$ cat config.mk
export PLATFORM = sky130hd
export DESIGN_NAME = instr_fetch_queue
export DESIGN_NICKNAME = d
export VERILOG_FILES = /design/src/rtl/instr_fetch_queue.sv
export SDC_FILE = /design/constraint.sdc
export NUM_CORES = 1
export LEC_CHECK = 0
export CAP_MARGIN = 15
export CORE_AREA = 5 5 207 209
export CTS_BUF_LIST = sky130_fd_sc_hd__clkbuf_8
export DETAILED_ROUTE_END_ITERATION = 8
export DIE_AREA = 0 0 212 214
export SLEW_MARGIN = 30
export SYNTH_ARGS = -nofsm -noshare
export SYNTH_HDL_FRONTEND = slang
export SYNTH_SLANG_ARGS = --single-unit
$ cat constraint.sdc
create_clock -name clk -period 4.1 [get_ports clk]
set_input_delay 0.615 -clock clk [delete_from_list [all_inputs] [get_ports clk]]
set_output_delay 0.615 -clock clk [all_outputs]
set_load 0.05 [all_outputs]
$ cat src/rtl/instr_fetch_queue.sv
// Instruction prefetch queue: issues word fetches, tracks in-flight
// responses, drops stale ones after redirects, buffers {pc, instr}.
//
// Ports
//   clk, reset           clock, async active-low reset
//   redirect/_pc         taken branch: flush queue, refetch at target
//   imem_req/addr/gnt    fetch request channel (accept = req & gnt)
//   imem_rvalid/rdata    in-order fetch responses
//   instr_valid/instr/   queue head toward IF/ID register,
//   instr_pc/ready       popped on valid & ready
//   err_spurious         sticky: response seen with nothing in flight
module instr_fetch_queue #(
  parameter int          DEPTH    = 4,
  parameter logic [31:0] RESET_PC = 32'h0000_0000
) (
  input  logic        clk,
  input  logic        reset,
  input  logic        redirect,
  input  logic [31:0] redirect_pc,
  output logic        imem_req,
  output logic [31:0] imem_addr,
  input  logic        imem_gnt,
  input  logic        imem_rvalid,
  input  logic [31:0] imem_rdata,
  output logic        instr_valid,
  output logic [31:0] instr,
  output logic [31:0] instr_pc,
  input  logic        instr_ready,
  output logic        err_spurious
);

  localparam int AW = (DEPTH > 2) ? $clog2(DEPTH) : 1;
  localparam int CW = AW + 1;
  // Outstanding-request counters. Redirects can leave
  // dropped responses outstanding on top of kept ones,
  // so these are wider than the queue occupancy.
  localparam int OW = 8;

  logic [31:0]   fetch_pc_q, fetch_pc_d;
  logic [31:0]   resp_pc_q, resp_pc_d;
  logic [OW-1:0] inflight_q, inflight_d;
  logic [OW-1:0] drop_q, drop_d;
  logic [CW-1:0] count_q, count_d;
  logic [AW-1:0] head_q, head_d;
  logic [AW-1:0] tail_q, tail_d;
  logic          err_q, err_d;

  logic [31:0]   pc_mem_q  [DEPTH];
  logic [31:0]   ins_mem_q [DEPTH];

  logic [OW-1:0] kept;
  logic [OW:0]   occ;
  logic [31:0]   tgt;
  logic          accept;
  logic          rsp_live;
  logic          spur;
  logic          push;
  logic          pop;
  logic          dropping;

  // Kept in-flight responses will each need a slot,
  // so they count against the queue capacity.
  always_comb begin
    kept = inflight_q - drop_q;
    occ  = {1'b0, kept} + (OW+1)'(count_q);
    tgt  = redirect_pc & 32'hFFFF_FFFC;
  end

  // Outputs are gated by the reset input so nothing
  // is requested or presented while reset is held.
  always_comb begin
    imem_req    = reset & ~redirect
                & (occ < (OW+1)'(DEPTH));
    imem_addr   = fetch_pc_q;
    instr_valid = reset & ~redirect
                & (count_q != '0);
    instr       = ins_mem_q[head_q];
    instr_pc    = pc_mem_q[head_q];
    err_spurious = err_q;
  end

  always_comb begin
    accept   = imem_req & imem_gnt;
    rsp_live = imem_rvalid & (inflight_q != '0);
    spur     = imem_rvalid & (inflight_q == '0);
    dropping = drop_q != '0;
    push     = rsp_live & ~redirect & ~dropping;
    pop      = instr_valid & instr_ready;
  end

  always_comb begin
    fetch_pc_d = fetch_pc_q;
    resp_pc_d  = resp_pc_q;
    inflight_d = inflight_q + OW'(accept)
               - OW'(rsp_live);
    drop_d     = drop_q;
    count_d    = count_q;
    head_d     = head_q;
    tail_d     = tail_q;
    err_d      = err_q | spur;

    if (redirect) begin
      fetch_pc_d = tgt;
      resp_pc_d  = tgt;
      // Everything still outstanding after this
      // cycle's response belongs to the old path.
      drop_d     = inflight_q - OW'(rsp_live);
      count_d    = '0;
      head_d     = '0;
      tail_d     = '0;
    end else begin
      if (accept) begin
        fetch_pc_d = fetch_pc_q + 32'd4;
      end
      if (rsp_live && dropping) begin
        drop_d = drop_q - 1'b1;
      end
      if (push) begin
        resp_pc_d = resp_pc_q + 32'd4;
        tail_d    = tail_q + 1'b1;
      end
      if (pop) begin
        head_d = head_q + 1'b1;
      end
      count_d = count_q + CW'(push)
              - CW'(pop);
    end
  end

  always_ff @(posedge clk or negedge reset) begin
    if (!reset) begin
      fetch_pc_q <= RESET_PC;
      resp_pc_q  <= RESET_PC;
      inflight_q <= '0;
      drop_q     <= '0;
      count_q    <= '0;
      head_q     <= '0;
      tail_q     <= '0;
      err_q      <= 1'b0;
    end else begin
      fetch_pc_q <= fetch_pc_d;
      resp_pc_q  <= resp_pc_d;
      inflight_q <= inflight_d;
      drop_q     <= drop_d;
      count_q    <= count_d;
      head_q     <= head_d;
      tail_q     <= tail_d;
      err_q      <= err_d;
    end
  end

  // Storage is cleared on reset so the head shows
  // zero while reset is asserted.
  always_ff @(posedge clk or negedge reset) begin
    if (!reset) begin
      for (int i = 0; i < DEPTH; i++) begin
        pc_mem_q[i]  <= '0;
        ins_mem_q[i] <= '0;
      end
    end else if (push) begin
      pc_mem_q[tail_q]  <= resp_pc_q;
      ins_mem_q[tail_q] <= imem_rdata;
    end
  end

endmodule
; Yosys cells after proc, flatten, opt, wreduce, memory -nomap -nowiden
; Cells that the tools add are included.
[totals]
reg_bits = 344
output_inout_bits = 99
[classes]
addsub = 12
order_cmp = 4
muxes = 21
n_bitwise = 14
reduce_logical = 10
[ops]
columns = cell, count
row1 = $mux W32, 9
row2 = $bwmux W128, 2
row3 = $bmux W32 S2, 2
row4 = $add A32 B3 Y32 const B, 2
row5 = $demux W32 S2, 1
row6 = $mux W8, 2
row7 = $reduce_bool A8 Y1, 2
row8 = $sub A8 B1 Y8, 2
row9 = $add A8 B3 Y9, 1
row10 = $and A1 B1 Y1, 9
row11 = $lt A9 B3 Y1 const B, 1
row12 = $add A8 B1 Y8, 1
row13 = $logic_not A8 Y1, 1
row14 = $mux W2, 4
row15 = $reduce_bool A2 Y1, 4
row16 = $sub A8 B1 Y8 const B, 1
row17 = $sub A8 B8 Y8, 1
row18 = $ge A3 B3 Y1 const B, 2
row19 = $not A2 Y3, 2
row20 = $add A2 B1 Y2 const B, 2
row21 = $add A3 B1 Y3, 1
row22 = $lt A3 B1 Y1 const B, 1
row23 = $mux W3, 1
row24 = $reduce_bool A3 Y1, 1
row25 = 4 further kinds, 6

; Longest topological paths before layout
; Gate-level depths: netlist (run 1).
[depth]
word_depth = 7
ltp_mapped = 25

; Worst setup path before layout (run 1)
; OpenSTA, ideal clock, no wires.
[synth_timing]
path_type = register to register
start = register inflight_q[0]
end = register inflight_q[6]
t_arrival_ns = 4.074
slack_ns = -0.102
path_stages_with_launch = 26
n_path_buf = 3
path_cell_list = dfrtp_1 -> inv_1 -> ha_1 -> inv_1 -> fa_1 -> xor2_1 -> ha_1 -> nor3_1 -> nand4_1 -> a21oi_1 -> and4_1 -> buf_6 -> and2_4 -> inv_4 -> buf_6 -> buf_6 -> ha_1 -> inv_1 -> ha_1 -> inv_1 -> fa_1 -> o21bai_1 -> a21oi_1 -> o21bai_1 -> a21oi_1 -> xor2_1
[synth_via]
elab_chain_len = 7
[synth_lines]
columns = element, line_no
row1 = "start, declared", 41  ; logic [OW-1:0] inflight_q, inflight_d;
row2 = "start signal, assigned", 143  ; inflight_q <= inflight_d;
row3 = $sub A8 B8 Y8, 64  ; kept = inflight_q - drop_q;
row4 = $add A8 B3 Y9, 65  ; occ = {1'b0, kept} + (OW+1)'(count_q);
row5 = $lt A9 B3 Y1, 73  ; & (occ < (OW+1)'(DEPTH));
row6 = $and A1 B1 Y1, 73
row7 = $and A1 B1 Y1, 83  ; accept = imem_req & imem_gnt;
row8 = $add A8 B1 Y8, 94  ; inflight_d = inflight_q + OW'(accept)
row9 = $sub A8 B1 Y8 (*), 95  ; - OW'(rsp_live);
row10 = via inflight_d[6], 41
; The timed path passes the listed nets; every way through them passes the cells marked *.
; A chain may end at the register's enable or synchronous reset.

; Worst setup path after layout (run 1)
; Same ends and word-level chain as after synthesis.

==> flow_summary.json, run 1 <==
{
  "status": "completed",
  "power_density_nw_per_um2": 560,
  "syn-cell-area_um2": 16100,
  "crit_path_max_fanout": 3,
  "dp.cells": 1858,
  "wl_per_cell_um": 19.8,
  "hold_buffers": 0,
  "antenna_cells": 0,
  "period_share_pct": 97.5,
  "slew_violations": 0,
  "gr-total-overflow": 0,
  "syn_to_final_growth_pct": 21.5,
  "rsz0062_at_grt": "true",
  "place.gp.congestion": 0.856,
  "clock_latency_ps": 650,
  "cpPeakStageDelay_ps": 390,
  "cp_data_arrival_time_ps": 4510,
  "slowest_stage": "dfrtp_1",
  "n_fill_cell": 3625,
  "cts_tree": "yes",
  "final_cell_mix": "330 x dfrtp_1, 259 x mux2_2, 159 x clkdlybuf4s50_1, 72 x clkbuf_8, 62 x mux4_2",
  "ys_ff_latch": 332,
  "fin_nets": 1497,
  "numCtsBuffers": 57,
  "skew_ps": 39.7,
  "num_vias": 10400,
  "antenna_found_initial": 1,
  "ioPinCount": 169,
  "synth_warnings": 0,
  "place_hpwl_mm": 25.2,
  "cp-start-kind": "flop",
  "dominantRegCellSynth": "dfrtp_1",
  "dieArea_um2": 45400,
  "clock_path_buffers": 3,
  "die_width_um": 212,
  "viasPerCell": 5.31,
  "hold_class": "in2async",
  "clock.fmax_mhz": 250,
  "yosysSeqAreaShare_pct": 51.5,
  "stdcell_count": 1964,
  "ys_types": 72,
  "grt_pass1_vias": 10900,
  "ir_worst_vdd_v": 0.000330,
  "required_ps": 4610,
  "drt_pass1_iterations": 5,
  "wirelength_mm": 38.8,
  "hold_viol_final": 0,
  "finalSetupTns_ps": 0,
  "min_period_ps": 4000,
  "setup_viol": 0,
  "core_um2": 40600,
  "cts_htree_levels": 2,
  "ant_nets": 0,
  "route.detailed.drc": 0,
  "synth_cells": 1204,
  "use_met2_pct": 26.7,
  "start_util_pct": 39.7,
  "gr-max-usage-layer": "met2",
  "clock-sinks": 332,
  "fin_util_pct": 48.2,
  "clk_pin_slew_worst_paths_ps": 60,
  "syn_area_per_cell_um2": 13.4,
  "tightest_slew_ps": 845,
  "gr-usage-met3_pct": 4.40,
  "drt_iter0_drc": 472,
  "row_count": 74,
  "slew_headroom_pct": 43.6,
  "power_leakage_nw": 8.84,
  "die_h_um": 214,
  "synthArstFlopShare_pct": 100,
  "grt_max_degree": 78,
  "grt_pass1_wl_mm": 62.1,
  "root_buffer": "clkbuf_8",
  "path_common_cell": "inv_1",
  "layout_commonest_cell": "dfrtp_1",
  "synth_edf_count": 0,
  "grt_use_met1_pct": 24.0,
  "drive_gt1_share_pct": 32.8,
  "gr-usage-all-layers_pct": 17.1,
  "crit_chain": "inv_2 -> ha_4 -> inv_1 -> fa_2 -> xor2_1 -> ha_1 -> nor3_2 -> nand4_1 -> a21oi_2 -> and4_1 -> and2_4 -> inv_4 -> ha_4 -> inv_1 -> ha_2 -> inv_1 -> fa_2 -> o21bai_1 -> a21oi_1 -> o21bai_1 -> a21oi_1 -> xor2_1",
  "cap_viol_max_count": 0,
  "port_buffers": 162,
  "crit_path_end_kind": "flop",
  "worstSetupPathType": "reg2reg"
}
-- Yosys cell counts, drive strengths merged (9+ instances only) --
master,n,area share (%)
inv,45,1.1
xor2,22,1.2
and3,15,0.58
dfrtp,332,51
nor3,14,0.43
buf,40,1.4
and2,9,0.37
nor2,37,0.86
mux2,259,18
a21oi,17,0.53
a211oi,9,0.42
clkbuf,30,0.88
ha,34,2.6
nor4,12,0.50
nand4,26,1.0
xnor2,37,2.0
nand3,35,1.1
o21ai,23,0.71
nand2,54,1.3
mux4,62,8.7
-- power breakdown --
part	total, mW	leakage, nW	switching [mW]	internal, mW
logic	3.98	3.73	2.30	1.68
clock network	3.00	0.663	1.36	1.64
registers	4.01	4.45	0.319	3.69
total	11.0	8.84	3.98	7.00
-- per-layer routing --
layer  wire length, um  vias up
met2             18200      254
met1             17700     5360
met4               685        2
met3              2310       56
met5                19        -
li1                  -     4762
-- critical path: cells and delay by family, from the launching register on --
kind            cells  cell delay (ps)
compound gates      5              670
buf+inv             5              310
simple gates        4              690
fa+ha+maj           6             1500
flops               1              390
xor+xnor            2              320
-- final cells by class --
type                    count  area (um^2)  area share, %
clock buffers              72          991           5.05
clock inverters            29          159          0.810
inverters                  46          175          0.893
multi-input cells         759         7350           37.5
flip-flops and latches    332         8310           42.4
well taps                 532          666           3.39
repair buffers            194         1950           9.95
-- stage by stage --
stage | instance area, um^2 | worst slack [ps] | power [mW] | hold slack (ps)
2_1_floorplan | 16200 | 43.8 | 6.71 | 319
3_3_place_gp | 18400 | 80.8 | 7.92 | 441
3_5_place_dp | 18400 | -6.80 | 7.98 | 453
4_1_cts | 19500 | 12.1 | 11.1 | 23.9
5_1_grt | 19600 | -103 | 11.6 | 61.1
6_report | 19600 | 103 | 11.0 | 63.0
-- worst paths after layout --
check                           slack, ps               startpoint  cells past startpoint                        end
worst max-delay path                  100  inflight_q[0]$_DFF_PN0_                     22    inflight_q[6]$_DFF_PN0_
worst min-delay path                   60                    reset                      2  resp_pc_q[10]$_DFFE_PN0N_
worst max register to register        100  inflight_q[0]$_DFF_PN0_                     22    inflight_q[6]$_DFF_PN0_
worst min register to register        460   err_spurious$_DFF_PN0_                      1     err_spurious$_DFF_PN0_
max in group asynchronous            2150                    reset                      4   pc_mem_q[27]$_DFFE_PN0P_
min in group clk                      460   err_spurious$_DFF_PN0_                      1     err_spurious$_DFF_PN0_
-- cells by family after synthesis --
group / Yosys count / synth area share, %
flip-flops: 332 / 51.5
XOR/XNOR: 59 / 3.20
buffers and inverters: 116 / 3.33
AND/OR/NAND/NOR: 238 / 7.86
multiplexers: 327 / 27.1
adder cells (fa/ha/maj): 37 / 3.01
AO/OA/AOI/OAI: 94 / 3.99
other: 1 / 0.0232
-- what timing repair did --
item	CTS	global route
buffers inserted	0	5
resized for setup	2	4
pin swaps	1	8
hold endpoints to repair	0	0
setup endpoints to repair	1	3
-- flip-flops by register name, summed over array words and instances, names as in the netlist --
signal        cells
inflight_q        8
imem_addr        30
pc_mem_q        120
err_spurious      1
resp_pc_q        30
head_q            2
drop_q            8
count_q           3
tail_q            2
ins_mem_q       128
Note: power is estimated with default switching activity, not from simulation.
==> inputs of run 2 (changes only) <==
PLACE_DENSITY_LB_ADDON = 0.05   (was default)
==> run 2 against run 1 <==
First-iteration DRC count is 1.1% higher. Clock skew is 22 ps lower. Die area stayed put. Core utilization hardly changed. Largest cell class unchanged. Hold slack better by 11 ps. Sequential power hardly changed. Wire length is 3.4% higher. Global-route usage is 0.84 points higher. Non-clock buffer count is 2 higher. Largest power group unchanged. Clock power is 3% lower. Via count is 0.53% lower.
==> flow_summary.json, run 2 (synthesis gave the netlist of run 1 again) <==
{
  "worstSetupPathType": "reg2reg",
  "antenna_found_initial": 0,
  "min_period_ps": 3930,
  "gr-usage-all-layers_pct": 17.9,
  "clock-sinks": 332,
  "drt_pass1_iterations": 4,
  "rr_endpoint": "inflight_q[6]$_DFF_PN0_",
  "num_vias": 10400,
  "clock_latency_ps": 630,
  "crit_path_max_fanout": 3,
  "hold_class": "in2async",
  "r2r_setup_slack_ps": 170,
  "clkPwrFrac_pct": 26.7,
  "crit_start": "inflight_q[0]$_DFF_PN0_",
  "crit_path_end_kind": "flop",
  "antenna_cells": 0,
  "syn_to_final_growth_pct": 21.5,
  "hold_buffers": 0,
  "drt_iter0_drc": 477,
  "place_hpwl_mm": 26.4,
  "period_share_pct": 95.9,
  "final_cell_mix": "330 x dfrtp_1, 259 x mux2_2, 158 x clkdlybuf4s50_1, 72 x clkbuf_8, 62 x mux4_2",
  "drive_gt1_share_pct": 32.8,
  "slew_headroom_pct": 45.6,
  "required_ps": 4600,
  "die_width_um": 212,
  "gr-total-overflow": 0,
  "timing.final.ws_setup_ps": 169,
  "r2r_cells": 22,
  "cap_viol_max_count": 0,
  "rsz0062_at_grt": "true",
  "fin_util_pct": 48.2,
  "row_count": 74,
  "ant_nets": 0,
  "worstReg2RegStart": "inflight_q[0]$_DFF_PN0_",
  "wl_per_cell_um": 20.5,
  "viasPerCell": 5.29,
  "clk_pin_slew_worst_paths_ps": 60,
  "grt_pass1_wl_mm": 64.9,
  "setup_viol": 0,
  "pwr-share-comb_pct": 36.5,
  "dpl_cell_area_um2": 18400,
  "finalInstanceArea_um2": 19600,
  "cts_tree": "yes",
  "reg_top3": "ins_mem_q (128), pc_mem_q (120)",
  "largest-register": "ins_mem_q",
  "route.detailed.drc": 0,
  "clock.fmax_mhz": 254,
  "p_switching_mw": 3.98,
  "crit_end": "inflight_q[6]$_DFF_PN0_",
  "power_frac_seq_pct": 36.8,
  "root_buffer": "clkbuf_8",
  "ioPinCount": 169,
  "power_leakage_nw": 8.83,
  "dieArea_um2": 45400,
  "layout_commonest_cell": "dfrtp_1",
  "clock_path_buffers": 3,
  "intPower_mw": 6.92,
  "slew_violations": 0,
  "fin_nets": 1500,
  "wirelength_mm": 40.2,
  "hold_viol_final": 0,
  "cp_data_arrival_time_ps": 4430,
  "cp-start-kind": "flop",
  "n_fill_cell": 3666,
  "grt_pass1_vias": 11300,
  "die_h_um": 214,
  "grt_max_degree": 78,
  "cts_htree_levels": 2,
  "core_um2": 40600,
  "ir_worst_vdd_v": 0.000238,
  "numCtsBuffers": 58,
  "skew_ps": 17.2,
  "tightest_slew_ps": 816,
  "dp_slack_ps": 130,
  "place.gp.congestion": 0.795,
  "finalSetupTns_ps": 0,
  "status": "completed",
  "power_density_nw_per_um2": 556,
  "port_buffers": 162,
  "largest_register_ffs": 128,
  "start_util_pct": 39.7,
  "p_sw_share_pct": 36.5
}
-- run 2: area by class of cell --
| type | instances | area (um^2) | share of cell area [%] |
|---|---|---|---|
| Tap cell | 532 | 666 | 3.40 |
| Clock buffer | 72 | 991 | 5.05 |
| Timing Repair Buffer | 196 | 1990 | 10.1 |
| Inverter | 46 | 178 | 0.906 |
| Multi-Input combinational cell | 759 | 7370 | 37.6 |
| Sequential cell | 332 | 8310 | 42.4 |
| Clock inverter | 24 | 104 | 0.530 |
-- run 2: worst min-delay path by stage --
stage	start	to	slack, ps	cells past startpoint
finish	reset	drop_q[7]$_DFFE_PN0P_	70	2
global route	reset	pc_mem_q[14]$_DFFE_PN0P_	80	2
CTS	reset	pc_mem_q[111]$_DFFE_PN0P_	40	2
detailed placement	err_spurious$_DFF_PN0_	err_spurious$_DFF_PN0_	450	1
global placement	err_spurious$_DFF_PN0_	err_spurious$_DFF_PN0_	440	1
floorplan	reset	count_q[0]$_DFF_PN0_	320	0
-- run 2: what timing repair did --
item,4_1_cts,5_1_grt
resized for setup,0,12
setup endpoints to repair,0,3
setup buffers,0,5
hold endpoints to repair,0,0
-- run 2: worst max-delay path: stages (launching register included) --
cell      delay, ps
dfrtp_1         400
inv_2            90
ha_4            150
inv_2            40
fa_2            390
xor2_1          170
ha_1            310
nor3_2          110
nand4_1         120
a21oi_2         150
and4_1          230
and2_4          170
inv_4            40
ha_4            210
inv_4            50
ha_4            120
inv_2            40
fa_2            390
o21bai_1        180
a21oi_2          80
o21bai_1        140
a21oi_1          90
xor2_1          150
-- run 2: layer usage --
layer | vias to the layer above | global-route usage (%) | wire length (um)
li1 | 4771 | - | -
met1 | 5308 | 25.7 | 19000
met2 | 234 | 27.6 | 18300
met3 | 66 | 3.47 | 1920
met4 | 0 | 5.28 | 909
met5 | - | 0 | 0
-- run 2: power groups by stage --
stage / Combinational (mW) / Clock (mW) / Sequential [mW]
finish: 3.98 / 2.91 / 4.01
global route: 4.30 / 3.17 / 4.07
CTS: 3.96 / 3.03 / 4.01
detailed placement: 3.94 / 0 / 4.06
global placement: 3.92 / 0 / 4.05
floorplan: 2.64 / 0 / 4.07
-- run 2: per-stage QoR --
step	power [mW]	std cells	hold slack (ps)
final	10.9	1961	74.0
after CTS	11.0	1956	42.5
after floorplan	6.71	1207	319
after detailed placement	8.00	1860	447
after global routing	11.5	1961	79.8
after global placement	7.98	1860	438
